## src/rtl/kuart_console_port.sv

```systemverilog
// Kernel console byte-stream endpoint: a software TX FIFO drained as spaced valid pulses,
// and an RX FIFO filled from a valid/ready injection stream.
module kuart_console_port #(
    parameter int unsigned TX_DEPTH = 16,
    parameter int unsigned RX_DEPTH = 8,
    parameter int unsigned CHAR_GAP = 4
) (
    input  logic                        clk,
    input  logic                        rst_n,
    input  logic                        tx_wr,
    input  logic [7:0]                  tx_wdata,
    output logic                        tx_full,
    output logic [$clog2(TX_DEPTH):0]   tx_level,
    input  logic                        rx_rd,
    output logic [7:0]                  rx_rdata,
    output logic                        rx_empty,
    output logic [$clog2(RX_DEPTH):0]   rx_level,
    output logic [7:0]                  kuart_from_cpu,
    output logic                        kuart_from_cpu_valid,
    input  logic [7:0]                  kuart_to_cpu,
    input  logic                        kuart_to_cpu_valid,
    output logic                        kuart_to_cpu_ready,
    output logic                        tx_overflow,
    output logic                        rx_overflow,
    input  logic                        sticky_clr,
    output logic                        irq
);

    localparam int unsigned TxAw = $clog2(TX_DEPTH);
    localparam int unsigned RxAw = $clog2(RX_DEPTH);
    localparam int unsigned GapW = $clog2(CHAR_GAP + 2);

    localparam logic [TxAw:0]   TxFullLvl = (TxAw + 1)'(TX_DEPTH);
    localparam logic [TxAw:0]   TxOne     = (TxAw + 1)'(1);
    localparam logic [RxAw:0]   RxFullLvl = (RxAw + 1)'(RX_DEPTH);
    localparam logic [GapW-1:0] GapLoad   = GapW'(CHAR_GAP);
    localparam logic [GapW-1:0] GapOne    = GapW'(1);

    localparam logic [1:0] StIdle = 2'd0;
    localparam logic [1:0] StEmit = 2'd1;
    localparam logic [1:0] StGap  = 2'd2;

    logic [7:0]      tx_mem_q [TX_DEPTH];
    logic [TxAw:0]   tx_wptr_q, tx_wptr_d;
    logic [TxAw:0]   tx_rptr_q, tx_rptr_d;
    logic            tx_push, tx_pop;

    logic [7:0]      rx_mem_q [RX_DEPTH];
    logic [RxAw:0]   rx_wptr_q, rx_wptr_d;
    logic [RxAw:0]   rx_rptr_q, rx_rptr_d;
    logic            rx_push, rx_pop, rx_full;

    logic [1:0]      state_q, state_d;
    logic [GapW-1:0] gap_q, gap_d;
    logic [7:0]      from_cpu_q, from_cpu_d;
    logic            from_cpu_valid_q, from_cpu_valid_d;
    logic            tx_overflow_q, tx_overflow_d;
    logic            rx_overflow_q, rx_overflow_d;

    // Occupancy from pointers carrying one extra wrap bit.
    assign tx_level = tx_wptr_q - tx_rptr_q;
    assign tx_full  = (tx_level == TxFullLvl);
    assign tx_push  = tx_wr && !tx_full;

    assign rx_level = rx_wptr_q - rx_rptr_q;
    assign rx_full  = (rx_level == RxFullLvl);
    assign rx_empty = (rx_level == '0);
    assign rx_push  = kuart_to_cpu_valid && !rx_full;
    assign rx_pop   = rx_rd && !rx_empty;
    assign rx_rdata = rx_mem_q[rx_rptr_q[RxAw-1:0]];

    assign kuart_to_cpu_ready   = !rx_full;
    assign kuart_from_cpu       = from_cpu_q;
    assign kuart_from_cpu_valid = from_cpu_valid_q;
    assign tx_overflow          = tx_overflow_q;
    assign rx_overflow          = rx_overflow_q;
    assign irq                  = !rx_empty;

    always_comb begin
        state_d          = state_q;
        gap_d            = gap_q;
        tx_pop           = 1'b0;
        from_cpu_d       = from_cpu_q;
        from_cpu_valid_d = 1'b0;
        unique case (state_q)
            StIdle: begin
                if (tx_level != '0 && gap_q == '0) state_d = StEmit;
            end
            StEmit: begin
                tx_pop           = 1'b1;
                from_cpu_d       = tx_mem_q[tx_rptr_q[TxAw-1:0]];
                from_cpu_valid_d = 1'b1;
                gap_d            = GapLoad;
                if (CHAR_GAP > 0)           state_d = StGap;
                else if (tx_level > TxOne)  state_d = StEmit;
                else                        state_d = StIdle;
            end
            StGap: begin
                gap_d = gap_q - GapOne;
                // Last gap cycle rolls straight into EMIT so exactly CHAR_GAP idle cycles separate pulses.
                if (gap_q <= GapOne) state_d = (tx_level != '0) ? StEmit : StIdle;
            end
            default: state_d = StIdle;
        endcase
    end

    always_comb begin
        tx_wptr_d     = tx_wptr_q + {{TxAw{1'b0}}, tx_push};
        tx_rptr_d     = tx_rptr_q + {{TxAw{1'b0}}, tx_pop};
        rx_wptr_d     = rx_wptr_q + {{RxAw{1'b0}}, rx_push};
        rx_rptr_d     = rx_rptr_q + {{RxAw{1'b0}}, rx_pop};
        tx_overflow_d = tx_overflow_q || (tx_wr && tx_full);
        rx_overflow_d = rx_overflow_q || (kuart_to_cpu_valid && rx_full);
        if (sticky_clr) begin
            tx_overflow_d = 1'b0;
            rx_overflow_d = 1'b0;
        end
    end

    always_ff @(posedge clk or negedge rst_n) begin
        if (!rst_n) begin
            tx_wptr_q        <= '0;
            tx_rptr_q        <= '0;
            rx_wptr_q        <= '0;
            rx_rptr_q        <= '0;
            state_q          <= StIdle;
            gap_q            <= '0;
            from_cpu_q       <= 8'h00;
            from_cpu_valid_q <= 1'b0;
            tx_overflow_q    <= 1'b0;
            rx_overflow_q    <= 1'b0;
        end else begin
            tx_wptr_q        <= tx_wptr_d;
            tx_rptr_q        <= tx_rptr_d;
            rx_wptr_q        <= rx_wptr_d;
            rx_rptr_q        <= rx_rptr_d;
            state_q          <= state_d;
            gap_q            <= gap_d;
            from_cpu_q       <= from_cpu_d;
            from_cpu_valid_q <= from_cpu_valid_d;
            tx_overflow_q    <= tx_overflow_d;
            rx_overflow_q    <= rx_overflow_d;
        end
    end

    // Storage needs no reset; the pointers define what is valid.
    always_ff @(posedge clk) begin
        if (tx_push) tx_mem_q[tx_wptr_q[TxAw-1:0]] <= tx_wdata;
        if (rx_push) rx_mem_q[rx_wptr_q[RxAw-1:0]] <= kuart_to_cpu;
    end

endmodule
```

## config.mk

```make
export PLATFORM = sky130hd
export DESIGN_NAME = kuart_console_port
export DESIGN_NICKNAME = d
export VERILOG_FILES = /design/src/rtl/kuart_console_port.sv
export SDC_FILE = /design/constraint.sdc
export NUM_CORES = 1
export LEC_CHECK = 0
export BUFFER_PORTS_ARGS = -buffer_cell sky130_fd_sc_hd__buf_2
export CAP_MARGIN = 20
export CORE_MARGIN = 4
export CORE_UTILIZATION = 50
export DETAILED_ROUTE_END_ITERATION = 6
export PLACE_DENSITY_LB_ADDON = 0.05
export REMOVE_ABC_BUFFERS = 1
export SYNTH_ARGS = -nofsm -noshare
export SYNTH_HDL_FRONTEND = slang
export SYNTH_SLANG_ARGS = --single-unit
export TNS_END_PERCENT = 10
```

## constraint.sdc

```tcl
create_clock -name clk -period 6.4 [get_ports clk]
set_clock_uncertainty 0.2 [all_clocks]
set_input_delay 0.32 -clock clk [delete_from_list [all_inputs] [get_ports clk]]
set_output_delay 0.32 -clock clk [all_outputs]
set_load 0.05 [all_outputs]
```

==> results of run 1 <==
==> critical path: cells and delay by family (launching register included) <==
kind	cells	cell delay, ns
DFF	1	0.68
adders and majority gates	1	0.49
AOI/OAI and AO/OA	2	0.71
and+or+nand+nor	3	1.23
buffers and inverters	1	0.54
==> layer usage <==
layer,track usage,routed length [µm],vias to the layer above
met3,0.02760,892,30
met1,0.2636,8325,2462
met2,0.3375,9990,143
met4,0.04762,439,0
li1,-,-,2261
met5,0,0,-
==> registers in the layout (all words and copies together), names as in the netlist <==
name	flops
state_q	2
rx_overflow	1
rx_rptr_q	4
kuart_from_cpu	8
tx_overflow	1
tx_mem_q	128
rx_mem_q	64
rx_wptr_q	4
gap_q	3
tx_rptr_q	5
tx_wptr_q	5
kuart_from_cpu_valid	1
==> cell families after synthesis <==
| kind of cell | share of synthesized area |
|---|---|
| xor gates and xnor gates | 0.01313 |
| and+or+nand+nor | 0.07330 |
| adders and majority gates | 0.03377 |
| buffers and inverters | 0.02465 |
| DFF | 0.7086 |
| muxes | 0.1179 |
| AOI/OAI and AO/OA | 0.02868 |
==> worst max path at each step <==
stage	from	to	slack, ns	cells past startpoint
2_1_floorplan	tx_rptr_q[0]$_DFF_PN0_	tx_mem_q[0][0]$_DFFE_PP_	1.23	7
3_3_place_gp	tx_rptr_q[3]$_DFF_PN0_	tx_mem_q[8][1]$_DFFE_PP_	2.44	7
3_5_place_dp	tx_rptr_q[3]$_DFF_PN0_	tx_mem_q[12][5]$_DFFE_PP_	2.17	7
4_1_cts	tx_rptr_q[3]$_DFF_PN0_	tx_mem_q[12][3]$_DFFE_PP_	2.20	7
5_1_grt	tx_rptr_q[3]$_DFF_PN0_	tx_mem_q[14][7]$_DFFE_PP_	1.86	7
6_report	tx_rptr_q[3]$_DFF_PN0_	tx_mem_q[14][7]$_DFFE_PP_	2.17	7
==> per-stage QoR <==
step | setup WS, ns | instance area (µm²) | instances | util | power (mW)
2_1_floorplan | 1.227 | 9224 | 529 | - | 3.822
3_3_place_gp | 2.437 | 9837 | 819 | 0.5421 | 4.428
3_5_place_dp | 2.174 | 9837 | 819 | 0.5421 | 4.468
4_1_cts | 2.197 | 10790 | 875 | 0.5945 | 5.915
5_1_grt | 1.859 | 10790 | 876 | 0.5947 | 6.176
6_report | 2.173 | 10790 | 876 | 0.5947 | 5.859
==> what timing repair did <==
action / 4_1_cts / 5_1_grt
gates resized for setup: 0 / 0
hold buffers: 12 / 0
endpoints found under the hold margin: 100 / 0
==> cell type report <==
cell class / instances / area [µm²] / area share
tap: 229 / 286.5 / 0.02655
clock buffer: 30 / 654.4 / 0.06063
inverter: 31 / 116.4 / 0.01078
clock inverter: 14 / 176.4 / 0.01635
sequential: 226 / 6618 / 0.6131
timing repair buffer: 74 / 450.4 / 0.04173
multi-input combinational: 272 / 2491 / 0.2308
==> cells in the mapped netlist, types with 2 or more instances <==
library cell  count
or3_1             2
and2_1            2
a311o_1           2
mux2i_1           2
clkinv_1          2
nor4_1            2
a41oi_1           2
and3b_1           3
buf_1             3
clkbuf_1         11
a21o_2            2
xor2_1            7
or2_2             2
mux4_2           48
nor3_1            4
nor4b_1           3
nand3b_1          2
fa_1              2
inv_1            29
ha_1             22
dfrtp_1          34
nand3_1          13
buf_4             2
edfxtp_1        192
nand2_1          81
buf_2             6
a22oi_1           8
o21ai_0          14
nor2_1           19
and4_1            3
and3_1            3
nor2b_1           2
xnor2_1           7
==> power by group <==
part	leakage [nW]	internal (mW)	total [mW]	switching, mW
sequential	2.15	1.87	2.08	0.216
combinational	1.43	0.785	2.34	1.56
clock	0.406	0.887	1.43	0.548
==> metrics.md, run 1 <==
| Metric | Value |
|---|---|
| Worst hold-check path type | `input port to register` |
| Sequential fraction of the synthesis area | `0.7086` |
| Routed wire per std cell | `22.43 µm` |
| Worst path slowest cell | `nor3_1` |
| CTS buffer count | `25` |
| Vias post-DR | `4896` |
| Crit-path max FO | `19` |
| Crit path cell chain | `clkinv_1 -> ha_1 -> a21oi_1 -> nand3_1 -> and2_0 -> a311o_1 -> nor3_1` |
| Die Footprint | `20930 µm²` |
| Drt first pass iters | `4` |
| Clk slew on worst S/H paths | `0.06 ns` |
| Synthesized area per cell | `16.89 µm²` |
| Outcome | `completed` |
| YS warnings | `0` |
| RSZ-0062 raised after global routing | `false` |
| EDFF count, synth | `192` |
| Height of the chip | `144.7 µm` |
| # diodes | `0` |
| GPL Wtd Cong | `0.8715` |
| DP Wirelength | `13160 µm` |
| Clock Path Buffers | `3` |
| Slew Limit Fails | `0` |
| PwrDens | `542.9 nW/µm²` |
| Worst skew pair latency | `0.52 ns` |
| Slew @ Worst Pin | `1.051 ns` |
| Commonest non-fill, non-tap cells in the layout | `edfxtp_1, nand2_1, buf_2, mux4_2, dfrtp_1` |
| Crit path kind | `register to register` |
| Post-CTS setup buffer count | `0` |
| Max_slew headroom | `0.2941` |
| TNS Setup | `0 ns` |
| Most common cell after layout, fill and taps aside | `edfxtp_1` |
| Initial antenna violation count | `0` |
| Share of layout cells above drive strength 1 | `0.2442` |
| Startpoint Class | `register` |
| Mapped cell area | `9338 µm²` |
| GRT Util Overall | `0.1946` |
| Final setup vio count | `0` |
| Asr flop ratio synth | `0.1504` |
| # fillers | `1369` |
| Worst EP required | `6.33 ns` |
| Top-area cell type share of the netlist area | `0.6174` |
| Fin crit period | `4.227 ns` |
| Yosys top cell by area | `edfxtp_1` |
| Worst Path Arrival | `4.15 ns` |
| Final Hold Viols | `0` |
| Layout overhead on the synthesized area | `15.58%` |
| Clock sinks | `226` |
| Period utilization | `0.6605` |
| Top FF cell, synth | `edfxtp_1` |
| Netlist cell types | `50` |
| Post-route ant nets | `0` |
| First-pass GRT wire length | `30000 µm` |
| Hold Path End | `tx_mem_q[8][6]$_DFFE_PP_` |
| Reg2Reg Launch Point | `tx_rptr_q[3]$_DFF_PN0_` |
| Initial DRC count | `300` |
| Reg2reg end | `tx_mem_q[14][7]$_DFFE_PP_` |
| Hold Crit Depth | `1` |
| Gr ovfl total | `0` |
| MaxCap Viol Count | `0` |
| Worst hold slack | `0.03770 ns` |
| Post-route DRC violation count | `0` |
| Hold Path Origin | `tx_wdata[6]` |
| DR vias/cell | `5.589` |
| # IOs | `54` |
| FP Rows | `49` |
| H-tree lvl count | `1` |
| Largest net degree at the start of global routing | `36` |
| Vias in the first global route | `5054` |
| Largest stage delay, worst path | `0.88 ns` |
| Nature of the critical path endpoint | `register` |
| Nets | `676` |
| IO buf count | `53` |
| Ranking of synthesized cells by area | `edfxtp_1, mux4_2, dfrtp_1` |
| Setup slack, reg-to-reg | `2.17 ns` |
| Peak supply drop | `0.3303 mV` |
| Die width | `144.7 µm` |
| Yosys reg bits | `226` |
| Core area | `18150 µm²` |
| Clock root cell | `clkbuf_16` |
| P_leak | `3.993 nW` |
| Reg2Reg Depth | `7` |
| Post-synthesis cell count | `553` |
| Initial Util | `0.5145` |
| CTS tree | `built` |
| Highest attainable clock frequency | `236.6 MHz` |
| Final wirelength | `19650 µm` |
Note: power is estimated with default switching activity, not from simulation.
==> run 2: changes to the inputs <==
- clock period: 6.4 -> 3.4 ns (I/O delays scaled with it)
==> run 2 against run 1 <==
Effect of this change: count of clock-buffer cells in the layout down 4; critical path depth rose by 2; die area did not move; global-route usage fell by 0.31 points; wire length down 2.5%; combinational power grew 110%; highest routed layer unchanged.
==> metrics.md, run 2 (synthesized netlist as in run 1, its figures left out) <==
| Metric | Value |
|---|---|
| Commonest non-fill, non-tap cells in the layout | `edfxtp_1, nand2_1, buf_2, mux4_2, dfrtp_1` |
| Nets | `703` |
| Largest register FFs | `128` |
| Fin crit period | `3.133 ns` |
| Clock Path Buffers | `3` |
| Worst skew pair latency | `0.51 ns` |
| Dpl ws | `0.2148 ns` |
| Die width | `144.7 µm` |
| Slew @ Worst Pin | `0.8225 ns` |
| Height of the chip | `144.7 µm` |
| H-tree lvl count | `1` |
| Clock sinks | `226` |
| Nature of the critical path endpoint | `register` |
| Largest stage delay, worst path | `0.60 ns` |
| Post-route ant nets | `0` |
| Initial DRC count | `326` |
| # diodes | `0` |
| Final Core Density | `0.6031` |
| DP Wirelength | `12840 µm` |
| Crit path kind | `register to register` |
| Final Hold Viols | `0` |
| Most common cell after layout, fill and taps aside | `edfxtp_1` |
| Final setup margin | `0.2670 ns` |
| # IOs | `54` |
| Clk slew on worst S/H paths | `0.06 ns` |
| CP top delay family | `simple AND/OR/NAND/NOR gates` |
| Post-route DRC violation count | `0` |
| Share of layout cells above drive strength 1 | `0.2571` |
| Worst path slowest cell | `nor2_1` |
| Slew Limit Fails | `0` |
| Vias in the first global route | `5287` |
| Worst Path Arrival | `3.07 ns` |
| Startpoint Class | `register` |
| Period utilization | `0.9215` |
| P_leak | `4.087 nW` |
| CTS buffer count | `23` |
| MaxCap Viol Count | `0` |
| Routed wire per std cell | `21.24 µm` |
| CTS tree | `built` |
| Crit path cell chain | `inv_1 -> ha_1 -> inv_1 -> fa_1 -> nand3_1 -> nand3_1 -> and2_0 -> a311o_1 -> nor2_1` |
| Peak supply drop | `0.4878 mV` |
| Largest net degree at the start of global routing | `35` |
| Bufs and invs on worst path | `2` |
| Highest attainable clock frequency | `319.2 MHz` |
| DR vias/cell | `5.573` |
| Outcome | `completed` |
| Gr ovfl total | `0` |
| FP Rows | `49` |
| Max_slew headroom | `0.4516` |
| RSZ-0062 raised after global routing | `false` |
| Worst hold-check path type | `input port to async pin` |
| Initial Util | `0.5145` |
| Core area | `18150 µm²` |
| Initial antenna violation count | `0` |
| Die Footprint | `20930 µm²` |
| Worst EP required | `3.34 ns` |
| First-pass GRT wire length | `30280 µm` |
| IO buf count | `53` |
| Final wirelength | `19160 µm` |
| # fillers | `1345` |
| Layout overhead on the synthesized area | `17.20%` |
| Drt first pass iters | `7` |
| PwrDens | `1004 nW/µm²` |
| Final setup vio count | `0` |
| Clock root cell | `clkbuf_16` |
| Vias post-DR | `5027` |
| GRT Util Overall | `0.1915` |
| GPL Wtd Cong | `0.8389` |
| Crit-path max FO | `8` |
run 2: where the power goes:
| part | switching (mW) | internal [mW] | total [mW] |
|---|---|---|---|
| registers | 0.217 | 3.52 | 3.73 |
| logic | 3.18 | 1.62 | 4.80 |
| clock network | 0.988 | 1.47 | 2.45 |
run 2: metrics by stage:
stage | instances | cell area (µm²) | TNS (ns) | hold slack, ns | total power [mW]
finish | 902 | 10940 | 0 | 0.1109 | 10.98
detailed placement | 839 | 9987 | 0 | 0.1211 | 8.606
CTS | 902 | 10940 | 0 | 0.1528 | 11.10
floorplan | 529 | 9224 | -196.45 | -0.3256 | 7.194
global route | 902 | 10940 | 0 | 0.2016 | 11.62
global placement | 839 | 9987 | 0 | 0.1070 | 8.512
run 2: layout make-up:
class / count / area [µm²] / share of cell area
clock buffers: 26 / 586.8 / 0.05362
repair buffers: 103 / 695.7 / 0.06356
well taps: 229 / 286.5 / 0.02618
multi-input cells: 272 / 2491 / 0.2276
inverters: 31 / 116.4 / 0.01063
clock inverters: 15 / 150.1 / 0.01372
flip-flops and latches: 226 / 6618 / 0.6047
run 2: worst reg2reg max path, cell delays in order, from the launching register on:
cell and delay (ns):
dfrtp_1 0.37, inv_1 0.09, ha_1 0.17, inv_1 0.05, fa_1 0.41, nand3_1 0.11
nand3_1 0.10, and2_0 0.22, a311o_1 0.44, nor2_1 0.61
run 2: repair_timing:
item                       CTS  global route
hold endpoints to repair   230             0
buffers inserted             0             0
gates resized for setup      0             0
setup endpoints to repair    0             0
hold buffers                22             0
run 2: final timing paths:
path / start / endpoint / slack [ns] / cells after the start
max reg2reg: tx_wptr_q[0]$_DFF_PN0_ / tx_mem_q[13][1]$_DFFE_PP_ / 0.27 / 9
min: rst_n / rx_rptr_q[2]$_DFF_PN0_ / 0.11 / 2
min reg2reg: rx_rptr_q[3]$_DFF_PN0_ / rx_rptr_q[3]$_DFF_PN0_ / 0.29 / 1
max: tx_wptr_q[0]$_DFF_PN0_ / tx_mem_q[13][1]$_DFFE_PP_ / 0.27 / 9
min in group clk: sticky_clr / rx_overflow$_DFF_PN0_ / 0.22 / 3
max in group asynchronous: rst_n / tx_rptr_q[0]$_DFF_PN0_ / 2.30 / 2
run 2: per-layer routing:
layer,track usage,part of all wire,wire (µm)
met5,0,0,0
met1,0.2646,0.42,8040
met2,0.3219,0.50,9636
met4,0.04713,0.024,465
met3,0.03319,0.053,1018
==> run 3: changes to the inputs <==
- ABC_AREA: not set -> 1
- GPL_TIMING_DRIVEN: not set -> 0
==> run 3 against run 2 <==
Effect of this change: core utilization is 1.4 points lower; highest routed layer unchanged; via count grew 17%; combinational power barely moved; sequential power is 7.5% higher; largest power group unchanged; synthesized cell count is 40% higher; critical endpoint is now tx_full; global-route usage fell by 0.95 points; critical path depth shrank 1; power up 3.3%; synthesized area rose by 1.8%; first-iteration DRC count grew 8.6%.
==> metrics.md, run 3 <==
| Metric | Value |
|---|---|
| Vias post-DR | `5871` |
| Final setup margin | `0.08418 ns` |
| IO buf count | `53` |
| Yosys top cell by area | `edfxtp_1` |
| Flop pwr share | `0.354` |
| Die Footprint | `21280 µm²` |
| DR vias/cell | `5.376` |
| Worst hold-check path type | `input port to async pin` |
| Routed wire per std cell | `17.92 µm` |
| Top FF cell, synth | `edfxtp_1` |
| Post-route ant nets | `0` |
| Layout overhead on the synthesized area | `15.87%` |
| P_leak | `4.103 nW` |
| First-pass GRT wire length | `30780 µm` |
| Largest register FFs | `128` |
| EDFF count, synth | `192` |
| CTS buffer count | `23` |
| Post-route DRC violation count | `0` |
| # IOs | `54` |
| Register Area | `6624 µm²` |
| Nature of the critical path endpoint | `output port` |
| Net Switching | `4.959 mW` |
| Cell count after placement | `1029` |
| Worst Path Arrival | `2.95 ns` |
| CTS tree | `built` |
| Fin area | `11010 µm²` |
| Drt first pass iters | `4` |
| Most common cell after layout, fill and taps aside | `edfxtp_1` |
| TNS Setup | `0 ns` |
| Synthesized area per cell | `12.31 µm²` |
| Area of the multi-input gates | `2639 µm²` |
| MaxCap Viol Count | `0` |
| Clock network fraction of total power | `0.223` |
| Initial Util | `0.5082` |
| Die width | `145.9 µm` |
| Post-synthesis compound-gate area fraction | `0.08372` |
| Largest family of logic cells by synthesized area | `simple AND/OR/NAND/NOR gates` |
| Yosys reg bits | `226` |
| Combinational Power Share | `0.423` |
| Adder-Cell Fraction of Synth Area | `0.03317` |
| # diodes | `0` |
| FP Rows | `50` |
| Internal Power | `6.385 mW` |
| Core area | `18710 µm²` |
| Ranking of synthesized cells by area | `edfxtp_1, dfrtp_1, nor2_1` |
| Netlist cell types | `38` |
| Sequential fraction of the synthesis area | `0.6961` |
| Crit-path max FO | `28` |
| Synth Area in XOR/XNOR | `0.01527` |
| Outcome | `completed` |
| Startpoint Class | `register` |
| Dpl ws | `-0.2666 ns` |
| Initial antenna violation count | `0` |
| Post-synthesis cell count | `772` |
| Simple-Gate Fraction of Synth Area | `0.1170` |
| DP Wirelength | `12360 µm` |
| Clock Path Buffers | `3` |
| Commonest non-fill, non-tap cells in the layout | `edfxtp_1, nor2_1, nand2_1, buf_2, o21ai_0` |
| Period utilization | `0.9752` |
| Worst skew pair latency | `0.49 ns` |
| Clk slew on worst S/H paths | `0.06 ns` |
| Fin crit period | `3.316 ns` |
| Post-synth top cells | `edfxtp_1, nor2_1, nand2_1` |
| Placed Area | `9906 µm²` |
| Final setup vio count | `0` |
| Cell Count, Final, Fillers Out | `1092` |
| Share of layout cells above drive strength 1 | `0.1713` |
| Initial DRC count | `354` |
| Crit path kind | `register to output port` |
| Worst EP required | `3.03 ns` |
| Highest attainable clock frequency | `301.6 MHz` |
| PwrDens | `1030 nW/µm²` |
| Post-CTS setup buffer count | `0` |
| Nets | `888` |
| Final Hold Viols | `0` |
| Final Core Density | `0.5888` |
| Mapped cell area | `9505 µm²` |
| H-tree lvl count | `1` |
| Cell with the most instances after synthesis | `edfxtp_1` |
| Asr flop ratio synth | `0.1504` |
| Height of the chip | `145.9 µm` |
| Slew @ Worst Pin | `0.9197 ns` |
| Peak supply drop | `0.8835 mV` |
| Largest net degree at the start of global routing | `49` |
| Top-area cell type share of the netlist area | `0.6066` |
| Clock root cell | `clkbuf_16` |
| Gr ovfl total | `0` |
| Slew Limit Fails | `0` |
| RSZ-0062 raised after global routing | `true` |
| YS warnings | `0` |
| GPL Wtd Cong | `0.7629` |
| Clock sinks | `226` |
| Max_slew headroom | `0.3862` |
| Post-synthesis mux area share | `0.01685` |
| Final wirelength | `19570 µm` |
| # fillers | `1528` |
| Switching share of power | `0.4371` |
| GRT Util Overall | `0.1820` |
| Vias in the first global route | `5772` |
==> run 3: changes by cell type after synthesis, moves of 10 or more <==
cell and change:
nor2_1 +113, buf_2 +10, nand2_1 +14, mux4_2 -48, o22ai_1 +25, o21ai_1 +36
a21oi_1 +23, o21ai_0 +38, mux2i_1 +14
==> run 3: power groups by stage <==
stage                     sequential (mW)  clock, mW  combinational (mW)
after floorplan                      4.15          0                3.33
after global placement               4.11          0                4.57
after detailed placement             4.06          0                4.71
after CTS                            4.01       2.58                4.79
after global routing                 4.08       2.70                5.28
final                                4.01       2.53                4.80
==> run 3: stage by stage <==
step,total power [mW],hold slack (ns)
finish,11.34,0.1404
global route,12.06,0.1846
floorplan,7.479,-0.3256
CTS,11.39,0.1538
global placement,8.676,0.1260
detailed placement,8.775,0.1454
==> run 3: final cells by class <==
class,instances,area share
clock inverter,15,0.01613
timing repair buffer,76,0.04589
sequential,226,0.6014
tap,234,0.02658
multi-input combinational,468,0.2396
inverter,47,0.01715
clock buffer,26,0.05328
==> run 3: path summary, 6_finish.rpt <==
path,cells past startpoint,end,slack [ns],from
worst max-delay path,8,tx_full,0.08,tx_rptr_q[0]$_DFF_PN0_
worst min-delay path,2,rx_wptr_q[2]$_DFF_PN0_,0.14,rst_n
worst max register to register,9,tx_mem_q[11][6]$_DFFE_PP_,0.14,tx_rptr_q[3]$_DFF_PN0_
worst min register to register,2,tx_overflow$_DFF_PN0_,0.30,tx_overflow$_DFF_PN0_
max in group asynchronous,2,tx_rptr_q[0]$_DFF_PN0_,2.22,rst_n
min in group clk,3,tx_overflow$_DFF_PN0_,0.18,sticky_clr
==> run 3: metal layers <==
metal / wire length, µm / GRT usage / vias up
met3: 965 / 0.03332 / 24
met1: 9377 / 0.2667 / 2864
met5: 0 / 0 / -
met2: 8996 / 0.2859 / 130
met4: 227 / 0.04321 / 0
li1: - / - / 2853
==> run 3: kinds of logic (layout without fill, tap and decap cells) <==
group | Yosys count | in the layout
buf+inv | 78 | 164
flops | 226 | 226
fa+ha+maj | 24 | 24
xor+xnor | 14 | 14
compound gates | 149 | 149
mux | 16 | 16
simple gates | 265 | 265
==> run 3: worst max-delay path: stages, from the launching register on <==
cell and delay, ns:
dfrtp_4 0.72, ha_1 0.23, inv_1 0.06, fa_1 0.45, or2_0 0.23, nor2_1 0.18, nand2_2 0.09, nor2_4 0.17
buf_2 0.30
==> run 3: what timing repair did <==
action,in CTS,in global routing
gates resized for setup,22,18
gates cloned,0,0
hold endpoints to repair,232,0
hold buffers,22,0
setup endpoints to repair,203,179
pin swaps,0,0
